## config.mk

```make
export PLATFORM = sky130hd
export DESIGN_NAME = omsp_clock_en_gen
export DESIGN_NICKNAME = d
export VERILOG_FILES = /design/src/rtl/omsp_clock_en_gen.sv
export SDC_FILE = /design/constraint.sdc
export NUM_CORES = 1
export LEC_CHECK = 0
export BUFFER_PORTS_ARGS = -buffer_cell sky130_fd_sc_hd__buf_2
export CAP_MARGIN = 10
export CORE_UTILIZATION = 59
export DETAILED_ROUTE_END_ITERATION = 8
export GPL_ROUTABILITY_DRIVEN = 0
export MAX_ROUTING_LAYER = met4
export PLACE_DENSITY = 0.84
export SYNTH_ARGS = -nofsm -noshare
export SYNTH_HDL_FRONTEND = slang
export SYNTH_SLANG_ARGS = --single-unit
```

## constraint.sdc

```tcl
create_clock -name mclk -period 4.95 [get_ports mclk]
set_input_delay 0.99 -clock mclk [delete_from_list [all_inputs] [get_ports mclk]]
set_output_delay 0.99 -clock mclk [all_outputs]
set_load 0.02 [all_outputs]
```

## src/rtl/omsp_clock_en_gen.sv

```systemverilog
// omsp_clock_en_gen: NCH-channel clock-enable generator for the openMSP430
// clock module. Each channel divides mclk ticks or synchronised lfxt_clk
// edges by (DIV+1). An LFXT watchdog raises a sticky fault and forces LFXT
// channels onto mclk ticks while the fault is live.
module omsp_clock_en_gen #(
  parameter int unsigned NCH       = 2,
  parameter logic [7:0]  BASE_ADDR = 8'h60,
  parameter int unsigned TO_W      = 8,
  parameter int unsigned LFXT_TO   = 200
) (
  input  logic             mclk,
  input  logic             puc,
  input  logic             lfxt_clk,
  input  logic [NCH-1:0]   ch_stop,
  input  logic [7:0]       per_addr,
  input  logic [15:0]      per_din,
  input  logic             per_en,
  input  logic [1:0]       per_wen,
  output logic [15:0]      per_dout,
  output logic [NCH-1:0]   clk_en,
  output logic             lfxt_fault
);

  localparam logic [TO_W-1:0] WD_MAX    = TO_W'(LFXT_TO);
  localparam logic [7:0]      STAT_ADDR = BASE_ADDR + 8'(NCH);

  // Channel configuration and divider state
  logic [7:0]      div_q [NCH];
  logic [7:0]      cnt_q [NCH];
  logic [NCH-1:0]  sel_q;
  logic [NCH-1:0]  off_q;

  // LFXT synchroniser, watchdog and fault flags
  logic [2:0]      sync_q;
  logic [TO_W-1:0] wd_cnt;
  logic            fault_live;
  logic            fault_q;

  // Decoded control
  logic            lfxt_tick;
  logic            wr_any;
  logic            rd_any;
  logic            stat_sel;
  logic            fault_live_nxt;
  logic            fault_set;
  logic            fault_clr;
  logic [NCH-1:0]  ch_sel;
  logic [NCH-1:0]  ch_wr;
  logic [NCH-1:0]  src;
  logic [NCH-1:0]  active;

  // Reserved write-data bits are never stored
  logic            unused_din;
  assign unused_din = ^per_din[15:10];

  // Address decode, tick sources and fault edge detection
  always_comb begin
    lfxt_tick      = sync_q[1] & ~sync_q[2];
    wr_any         = per_en & (|per_wen);
    rd_any         = per_en & (per_wen == 2'b00);
    stat_sel       = (per_addr == STAT_ADDR);
    // A tick this cycle means the counter restarts, so the live flag drops at the same edge
    fault_live_nxt = ~lfxt_tick & (wd_cnt == WD_MAX);
    fault_set      = fault_live_nxt & ~fault_live;
    fault_clr      = wr_any & stat_sel & per_wen[0] & per_din[0];
    ch_sel         = '0;
    ch_wr          = '0;
    src            = '0;
    active         = '0;
    for (int unsigned k = 0; k < NCH; k++) begin
      ch_sel[k] = (per_addr == BASE_ADDR + 8'(k));
      ch_wr[k]  = wr_any & ch_sel[k];
      src[k]    = sel_q[k] ? (fault_live | lfxt_tick) : 1'b1;
      active[k] = ~off_q[k] & ~ch_stop[k];
    end
  end

  // Combinational read mux, zero when not selected
  always_comb begin
    per_dout = '0;
    if (rd_any) begin
      if (stat_sel) per_dout = {14'b0, fault_live, fault_q};
      for (int unsigned k = 0; k < NCH; k++) begin
        if (ch_sel[k]) per_dout = {6'b0, off_q[k], sel_q[k], div_q[k]};
      end
    end
  end

  // LFXT synchroniser, watchdog counter and sticky fault
  always_ff @(posedge mclk) begin
    if (puc) begin
      sync_q     <= '0;
      wd_cnt     <= '0;
      fault_live <= 1'b0;
      fault_q    <= 1'b0;
    end else begin
      sync_q     <= {sync_q[1:0], lfxt_clk};
      if (lfxt_tick)             wd_cnt <= '0;
      else if (wd_cnt != WD_MAX) wd_cnt <= wd_cnt + TO_W'(1);
      fault_live <= fault_live_nxt;
      if (fault_set)      fault_q <= 1'b1;
      else if (fault_clr) fault_q <= 1'b0;
    end
  end

  // Byte-writable channel configuration registers
  always_ff @(posedge mclk) begin
    if (puc) begin
      for (int unsigned k = 0; k < NCH; k++) div_q[k] <= '0;
      sel_q <= '0;
      off_q <= '0;
    end else begin
      for (int unsigned k = 0; k < NCH; k++) begin
        if (ch_wr[k] & per_wen[0]) div_q[k] <= per_din[7:0];
        if (ch_wr[k] & per_wen[1]) begin
          sel_q[k] <= per_din[8];
          off_q[k] <= per_din[9];
        end
      end
    end
  end

  // Per-channel divider and registered enable pulse; a register write restarts the phase
  always_ff @(posedge mclk) begin
    if (puc) begin
      for (int unsigned k = 0; k < NCH; k++) cnt_q[k] <= '0;
      clk_en <= '0;
    end else begin
      for (int unsigned k = 0; k < NCH; k++) begin
        if (ch_wr[k]) begin
          cnt_q[k]  <= '0;
          clk_en[k] <= 1'b0;
        end else begin
          if (src[k] & active[k])
            cnt_q[k] <= (cnt_q[k] == div_q[k]) ? 8'd0 : cnt_q[k] + 8'd1;
          clk_en[k] <= src[k] & active[k] & (cnt_q[k] == div_q[k]);
        end
      end
    end
  end

  assign lfxt_fault = fault_q;

endmodule
```

==> results.yml, run 1 <==
run_status:
  outcome: "finished, final reports clean"
cts:
  clock-sinks: 51
  hold_buffers: 0
  cts_root_buffer: "clkbuf_8"
  cts_buffer_depth: 2
  insertion_delay_ns: 0.31
  cts-resized-gates: 0
  cts.htree.levels: 2
  tritoncts: "done"
  post_cts_buffers: 0
  numCtsBuffers: 5
  path_clk_slew_ns: 0.09
place:
  dp_hpwl_mm: 3.93
  io_buffers: 38
grt:
  grt_pass1_wl_mm: 8.19
  antenna_found_initial: 0
  grt_overflow: 0
  grt_max_degree: 17
  grt_usage_pct: 25.0
  grt_pass1_vias: 1701
floorplanning:
  ios: 51
  dieWidth_um: 68.8
  rows: 23
  core_um2: 4140
  die_area_um2: 4740
  start_util_pct: 63.6
  die_h_um: 68.8
run:
  drv_cap: 0
timing:
  finClkSkew_ns: 0.0126
  period_minus_slack_ns: 3.60
  slew_headroom_pct: 48.5
  rsz0062_at_grt: "false"
  fin_setup_tns_ns: 0
  worst_slew_pin_slew_ns: 0.771
  fmax_mhz: 278
  setup_viol: 0
  drv_slew: 0
  final_hold_viol_count: 0
  min_period_over_period_pct: 72.8
pwr:
  combPwrFrac_pct: 9.4
  pwr-share-seq_pct: 60.8
  vdd_ir_drop_max_uv: 186
  p_sw_mw: 0.206
  leakage_nw: 1.09
  power_density_nw_per_um2: 277
  power.internal_mw: 0.605
  swShare_pct: 25.4
  p_clk_share_pct: 29.8
routing:
  drc: 0
  antenna_left: 0
  first_pass_iters: 4
  wl_per_cell_um: 15.7
  drtIter0Drc: 137
  wl_mm: 5.21
  vias: 1930
  routed_via_density: 5.81
critical_path:
  end_kind: "output port"
  cp-start-kind: "input port"
  critPathMaxFanout: 9
  cp.arrival_ns: 2.61
  crit_type: "input port to output port"
  crit_required_ns: 3.96
synthesis:
  synth_cells: 242
  syn_area_per_cell_um2: 10.9
  syn-cell-area_um2: 2640
  ys_seq_area_share_pct: 50.9
  ys_types: 38
  synth-edff-count: 32
  ys_warn_count: 0
  synthArstFlopShare_pct: 0
  synthFlopType: "edfxtp_1"
  ys_ff_latch: 51
final_layout:
  fin_nets: 317
  multi_input_area_um2: 1230
  final_cell_mix: "buf_2, edfxtp_1, nor2_1"
  area_delta_synth_final_pct: 11.0
  final_util_pct: 70.6
  n_fill_cell: 331
  num_antenna_cells: 0
  layout_commonest_cell: "buf_2"
  drive_above_1_share_pct: 18.4
  regArea_um2: 1340
min_path:
  hp-class: "register to register"
area by class of cell:
type / count / area share [%]
clock inverters: 3 / 0.684
well taps: 50 / 2.14
clock buffers: 5 / 2.35
multi-input cells: 181 / 42.0
repair buffers: 38 / 6.50
inverters: 4 / 0.513
flip-flops and latches: 51 / 45.8
per-stage QoR:
step | cells | total power, mW | instance area, um^2 | hold WS, ns | setup slack, ns
2_1_floorplan | 247 | 0.554 | 2660 | 0.414 | 1.75
3_3_place_gp | 324 | 0.576 | 2840 | 0.423 | 1.41
3_5_place_dp | 324 | 0.579 | 2840 | 0.428 | 1.39
4_1_cts | 332 | 0.816 | 2930 | 0.453 | 1.35
5_1_grt | 332 | 0.840 | 2930 | 0.476 | 1.25
6_report | 332 | 0.811 | 2930 | 0.449 | 1.35
cells in the mapped netlist, types with 2 or more instances:
cell type / number / area (um^2)
a311oi_1: 2 / 17.5
nand4_1: 8 / 50.1
nor4b_1: 2 / 17.5
nand3_1: 16 / 80.1
buf_4: 7 / 52.6
and2_1: 10 / 62.6
ha_1: 4 / 50.1
nand2b_1: 2 / 12.5
o21a_1: 2 / 15.0
nand2_1: 4 / 15.0
buf_2: 2 / 10.0
a22oi_1: 8 / 60.1
xor2_1: 10 / 87.6
nor3b_1: 3 / 22.5
nor2b_1: 6 / 37.5
nor3_1: 20 / 100
nor2_1: 26 / 97.6
xnor2_1: 25 / 219
mux2i_1: 6 / 60.1
a21oi_1: 2 / 10.0
inv_1: 4 / 15.0
clkbuf_1: 2 / 7.51
dfxtp_1: 19 / 380
o21ai_0: 2 / 10.0
edfxtp_1: 32 / 961
and3_1: 5 / 31.3
nor4b_4: 2 / 47.6
sequential cells by signal, summed over array words and instances, names as in the netlist:
signal	flops
lfxt_fault	1
div_q	16
fault_live	1
sync_q	3
cnt_q	16
clk_en	2
off_q	2
wd_cnt	8
sel_q	2
power groups by stage:
stage	Combinational [mW]	Sequential, mW	Clock [mW]
6_report	0.0766	0.493	0.242
5_1_grt	0.0855	0.496	0.258
4_1_cts	0.0768	0.493	0.246
3_5_place_dp	0.0763	0.502	0
3_3_place_gp	0.0744	0.501	0
2_1_floorplan	0.0579	0.496	0
cells by family (layout without fill, tap and decap cells):
group	Yosys count	in the layout	synth area share, %
buffers and inverters	15	50	3.23
other	1	6	0.142
adders and majority gates	4	4	1.90
xor gates and xnor gates	35	35	11.6
DFF	51	51	50.9
muxes	6	6	2.28
and+or+nand+nor	111	111	24.7
AOI/OAI and AO/OA	19	19	5.22
path summary, 6_finish.rpt:
| check | depth (start not counted) | slack (ns) | to | start |
|---|---|---|---|---|
| worst max-delay path | 6 | 1.35 | per_dout[3] | per_addr[1] |
| worst min-delay path | 1 | 0.45 | sync_q[1]$_SDFF_PP0_ | sync_q[0]$_SDFF_PP0_ |
| worst max register to register | 4 | 3.24 | cnt_q[1][0]$_SDFFCE_PP0P_ | sync_q[2]$_SDFF_PP0_ |
| worst min register to register | 1 | 0.45 | sync_q[1]$_SDFF_PP0_ | sync_q[0]$_SDFF_PP0_ |
metal layers:
metal / up-vias / share of wire [%] / global-route usage [%] / wire [um]
li1: 942 / - / - / -
met1: 927 / 44 / 30.6 / 2310
met2: 53 / 49 / 40.3 / 2570
met3: 8 / 4.6 / 5.76 / 242
met4: 0 / 1.6 / 9.18 / 86
met5: - / 0 / - / 0
critical path: stages:
cell and delay [ns]:
buf_2 0.16, nor4b_1 0.56, and2_1 0.42, a22oi_1 0.15, nor2_1 0.14, buf_2 0.19
No activity file was read; power rests on OpenSTA's default activity.
==> inputs of run 2 (changes only) <==
CORE_UTILIZATION = 50   (was 59)
PLACE_DENSITY = 0.76   (was 0.84)
clock period = 3 ns   (was 4.95 ns; I/O delays follow)
==> run 2 against run 1 <==
  * Worst setup slack got worse by 0.97 ns
  * First-iteration DRC count decreased by 17%
  * Cell area grew 3.1%
  * Die area grew 17%
  * Global-route usage shrank 3.1 points
  * Flip-flop and latch count did not move
  * Clock skew decreased by 0.0095 ns
  * Sequential share of layout area down 1.4 points
  * Power increased by 78%
  * Clock-buffer cell count grew 1
  * Worst hold slack got worse by 0.0015 ns
  * Largest cell class unchanged
  * Highest routed layer unchanged
==> results.yml, run 2 (synthesis gave the netlist of run 1 again) <==
grt:
  grt_overflow: 0
  grt_max_degree: 17
  grt_pass1_vias: 1894
  grt_usage_pct: 21.9
  grt_pass1_wl_mm: 8.74
  antenna_found_initial: 0
timing:
  worst_slew_pin_slew_ns: 0.518
  min_period_over_period_pct: 87.3
  final_hold_viol_count: 0
  period_minus_slack_ns: 2.62
  finClkSkew_ns: 0.00313
  fin_setup_tns_ns: 0
  rsz0062_at_grt: "false"
  fmax_mhz: 382
  setup_viol: 0
  drv_slew: 0
  slew_headroom_pct: 65.4
critical_path:
  ff2ff_setup_slack_ns: 1.25
  cp.depth: 6
  critPathMaxFanout: 9
  end_kind: "output port"
  cp-start-kind: "input port"
  slowest_delay_ns: 0.42
  timing.critical_path.from: "per_addr[1]"
  cp-endpoint: "per_dout[3]"
  cp_top_family: "simple AND/OR/NAND/NOR gates"
  worst-r2r-cell-count: 4
  crit_type: "input port to output port"
  reg2reg_to: "cnt_q[1][1]$_SDFFCE_PP0P_"
  cp_slowest_cell: "nor4b_1"
  crit_buf_inv: 2
  crit_chain: "buf_2, nor4b_1, and2_1, a22oi_1, nor2_1, buf_2"
  cp.arrival_ns: 2.02
  cpMostUsedCell: "buf_2"
  worstReg2RegStart: "sync_q[2]$_SDFF_PP0_"
  crit_required_ns: 2.40
pwr:
  power_density_nw_per_um2: 478
  leakage_nw: 1.13
  vdd_ir_drop_max_uv: 320
  power_mw: 1.44
min_path:
  hp-class: "register to register"
final_layout:
  reg.largest.list: "cnt_q: 16 flops, div_q: 16 flops, wd_cnt: 8 flops"
  drive_above_1_share_pct: 20.2
  final_cell_mix: "buf_2, edfxtp_1, nor2_1"
  num_antenna_cells: 0
  area_delta_synth_final_pct: 14.5
  fin_nets: 322
  layout_commonest_cell: "buf_2"
floorplanning:
  start_util_pct: 51.6
  rows: 26
  ios: 51
  dieWidth_um: 74.6
  die_area_um2: 5570
  die_h_um: 74.6
  core_um2: 5110
place:
  dp_hpwl_mm: 3.98
  io_buffers: 38
cts:
  path_clk_slew_ns: 0.09
  numCtsBuffers: 5
  post_cts_buffers: 0
  cts-resized-gates: 0
  cts.htree.levels: 2
  cts_root_buffer: "clkbuf_8"
  insertion_delay_ns: 0.30
  hold_buffers: 0
  tritoncts: "done"
  cts_buffer_depth: 2
  clock-sinks: 51
run_status:
  outcome: "finished, final reports clean"
run:
  drv_cap: 0
routing:
  wl_mm: 5.16
  routed_via_density: 5.38
  vias: 1922
  antenna_left: 0
  wl_per_cell_um: 14.5
  drc: 0
  first_pass_iters: 4
  drtIter0Drc: 114
[run 2: worst min-delay path by stage]
stage | startpoint | endpoint | cells after the start
3_5_place_dp | sync_q[0]$_SDFF_PP0_ | sync_q[1]$_SDFF_PP0_ | 1
2_1_floorplan | sync_q[0]$_SDFF_PP0_ | sync_q[1]$_SDFF_PP0_ | 1
4_1_cts | sync_q[0]$_SDFF_PP0_ | sync_q[1]$_SDFF_PP0_ | 1
5_1_grt | sync_q[0]$_SDFF_PP0_ | sync_q[1]$_SDFF_PP0_ | 1
6_report | sync_q[0]$_SDFF_PP0_ | sync_q[1]$_SDFF_PP0_ | 1
3_3_place_gp | sync_q[0]$_SDFF_PP0_ | sync_q[1]$_SDFF_PP0_ | 1
[run 2: routing by layer]
metal / track usage (%) / routed length (um) / vias up
met1: 26.3 / 2240 / 920
met3: 4.69 / 210 / 8
li1: - / - / 945
met2: 35.9 / 2630 / 49
met5: - / 0 / -
met4: 8.60 / 77 / 0
[run 2: stage by stage]
step	area (um^2)	hold WS [ns]	util [%]	setup slack, ns	instances
CTS	3020	0.451	59.1	0.329	357
floorplan	2660	0.414	-	0.578	247
global placement	2900	0.422	56.8	0.360	349
global route	3020	0.475	59.1	0.207	357
finish	3020	0.448	59.1	0.382	357
detailed placement	2900	0.431	56.8	0.341	349
[run 2: where the power goes]
| group | total [mW] | internal [mW] | switching [mW] | leakage [nW] |
|---|---|---|---|---|
| logic | 0.132 | 0.0607 | 0.0709 | 0.587 |
| clock network | 0.500 | 0.270 | 0.229 | 0.0612 |
| registers | 0.813 | 0.778 | 0.0352 | 0.483 |
| total | 1.44 | 1.11 | 0.336 | 1.13 |
[run 2: layout make-up]
class                           count  area, um^2
Timing Repair Buffer               43         228
Clock inverter                      2        35.0
Multi-Input combinational cell    181        1230
Sequential cell                    51        1340
Fill cell                         461        2090
Inverter                            4        15.0
Clock buffer                        6        82.6
Tap cell                           70        87.6
==> inputs of run 3 (changes only) <==
CORE_UTILIZATION = 52   (was 50)
CTS_BUF_LIST = sky130_fd_sc_hd__clkbuf_8   (was unset)
PLACE_DENSITY = 0.79   (was 0.76)
==> run 3 against run 2 <==
  * Sequential share of layout area increased by 0.48 points
  * Critical path type unchanged
  * Final cell count is 1.7% lower
  * Non-clock buffer count decreased by 3
  * Critical path depth stayed put
  * Fmax is 3.3% lower
  * Cell area is 1.1% lower
==> results.yml, run 3 (synthesis gave the netlist of run 1 again) <==
run_status:
  outcome: "finished, final reports clean"
final_layout:
  n_fill_cell: 401
  num_antenna_cells: 0
  layout_commonest_cell: "buf_2"
  area_delta_synth_final_pct: 13.2
  fin_nets: 319
  stdcell_count: 351
  final_cell_mix: "buf_2, edfxtp_1, nor2_1"
  reg.largest.list: "cnt_q: 16 flops, div_q: 16 flops, wd_cnt: 8 flops"
  drive_above_1_share_pct: 19.0
  final_util_pct: 62.4
critical_path:
  critPathMaxFanout: 9
  crit_required_ns: 2.40
  worstReg2RegStart: "sync_q[2]$_SDFF_PP0_"
  end_kind: "output port"
  crit_type: "input port to output port"
  cp-start-kind: "input port"
  cp.arrival_ns: 2.11
  timing.critical_path.from: "per_addr[1]"
cts:
  numCtsBuffers: 5
  cts-resized-gates: 0
  post_cts_buffers: 0
  cts_root_buffer: "clkbuf_8"
  tritoncts: "done"
  hold_buffers: 0
  path_clk_slew_ns: 0.09
  clock-sinks: 51
  cts.htree.levels: 2
  insertion_delay_ns: 0.31
  cts_buffer_depth: 2
timing:
  setup_viol: 0
  finClkSkew_ns: 0.00635
  fin_setup_tns_ns: 0
  hold_ws_ns: 0.445
  worst_slew_pin_slew_ns: 0.566
  slew_headroom_pct: 62.1
  final_hold_viol_count: 0
  rsz0062_at_grt: "false"
  drv_slew: 0
  fmax_mhz: 370
  setup_ws_ns: 0.294
  min_period_over_period_pct: 90.2
  period_minus_slack_ns: 2.71
pwr:
  power_density_nw_per_um2: 476
  leakage_nw: 1.11
  vdd_ir_drop_max_uv: 306
grt:
  use_met3_pct: 3.59
  antenna_found_initial: 0
  grt_pass1_wl_mm: 8.29
  grtUsageMet1_pct: 27.6
  grt_max_degree: 17
  met2_usage_pct: 34.0
  grt_pass1_vias: 1790
  grt_overflow: 0
  grt_usage_pct: 21.6
  top_usage_layer: "met2"
floorplanning:
  rows: 25
  dieWidth_um: 73.2
  die_h_um: 73.2
  core_um2: 4790
  start_util_pct: 55.1
  ios: 51
  die_area_um2: 5360
place:
  dp_cells: 343
  dp_slack_ns: 0.318
  dp_hpwl_mm: 3.76
  io_buffers: 38
routing:
  drtIter0Drc: 109
  routed_via_density: 5.36
  wl_mm: 5.01
  antenna_left: 0
  first_pass_iters: 4
  drc: 0
  vias: 1881
  wl_per_cell_um: 14.3
run:
  drv_cap: 0
min_path:
  min-delay-start: "sync_q[0]$_SDFF_PP0_"
  hp-class: "register to register"
==> run 3: cell types whose count changed in the layout (fill, tap and decap cells not counted) <==
| cell | before | now |
|---|---|---|
| buf_4 | 5 | 2 |
| clkbuf_8 | 6 | 5 |
| clkinv_2 | 1 | 0 |
| inv_1 | 4 | 5 |
| inv_6 | 0 | 1 |
==> run 3: worst paths after layout <==
path	cells after the start	end	slack, ns
setup / recovery	6	per_dout[2]	0.29
hold / removal	1	sync_q[1]$_SDFF_PP0_	0.44
setup reg to reg	4	cnt_q[1][3]$_SDFFCE_PP0P_	1.22
hold reg to reg	1	sync_q[1]$_SDFF_PP0_	0.44
==> run 3: power breakdown <==
part,switching [mW],total (mW),internal [mW]
Clock,0.231,0.480,0.249
Sequential,0.0354,0.813,0.778
Combinational,0.0684,0.127,0.0588
Total,0.335,1.42,1.09
==> run 3: metrics by stage <==
stage	instance area, um^2	power, mW
floorplan	2660	0.914
global placement	2870	0.952
detailed placement	2870	0.956
CTS	2990	1.43
global route	2990	1.47
finish	2990	1.42
==> run 3: area by class of cell <==
type / instances / area, um^2 / area share (%)
clock buffer: 5 / 68.8 / 2.31
clock inverter: 3 / 42.5 / 1.42
inverter: 4 / 15.0 / 0.503
multi-input combinational: 181 / 1230 / 41.2
sequential: 51 / 1340 / 44.9
tap: 67 / 83.8 / 2.81
timing repair buffer: 40 / 205 / 6.87
==> run 3: worst max-delay path, cell delays in order <==
cell and delay (ns):
buf_2 0.15, nor4b_1 0.46, and2_1 0.41, a22oi_1 0.14, nor2_1 0.14, buf_2 0.19
==> run 3: routing by layer <==
layer / wire length [um] / share of wire [%]
met5: 0 / 0
met4: 80 / 1.6
met3: 225 / 4.5
met2: 2390 / 48
met1: 2310 / 46
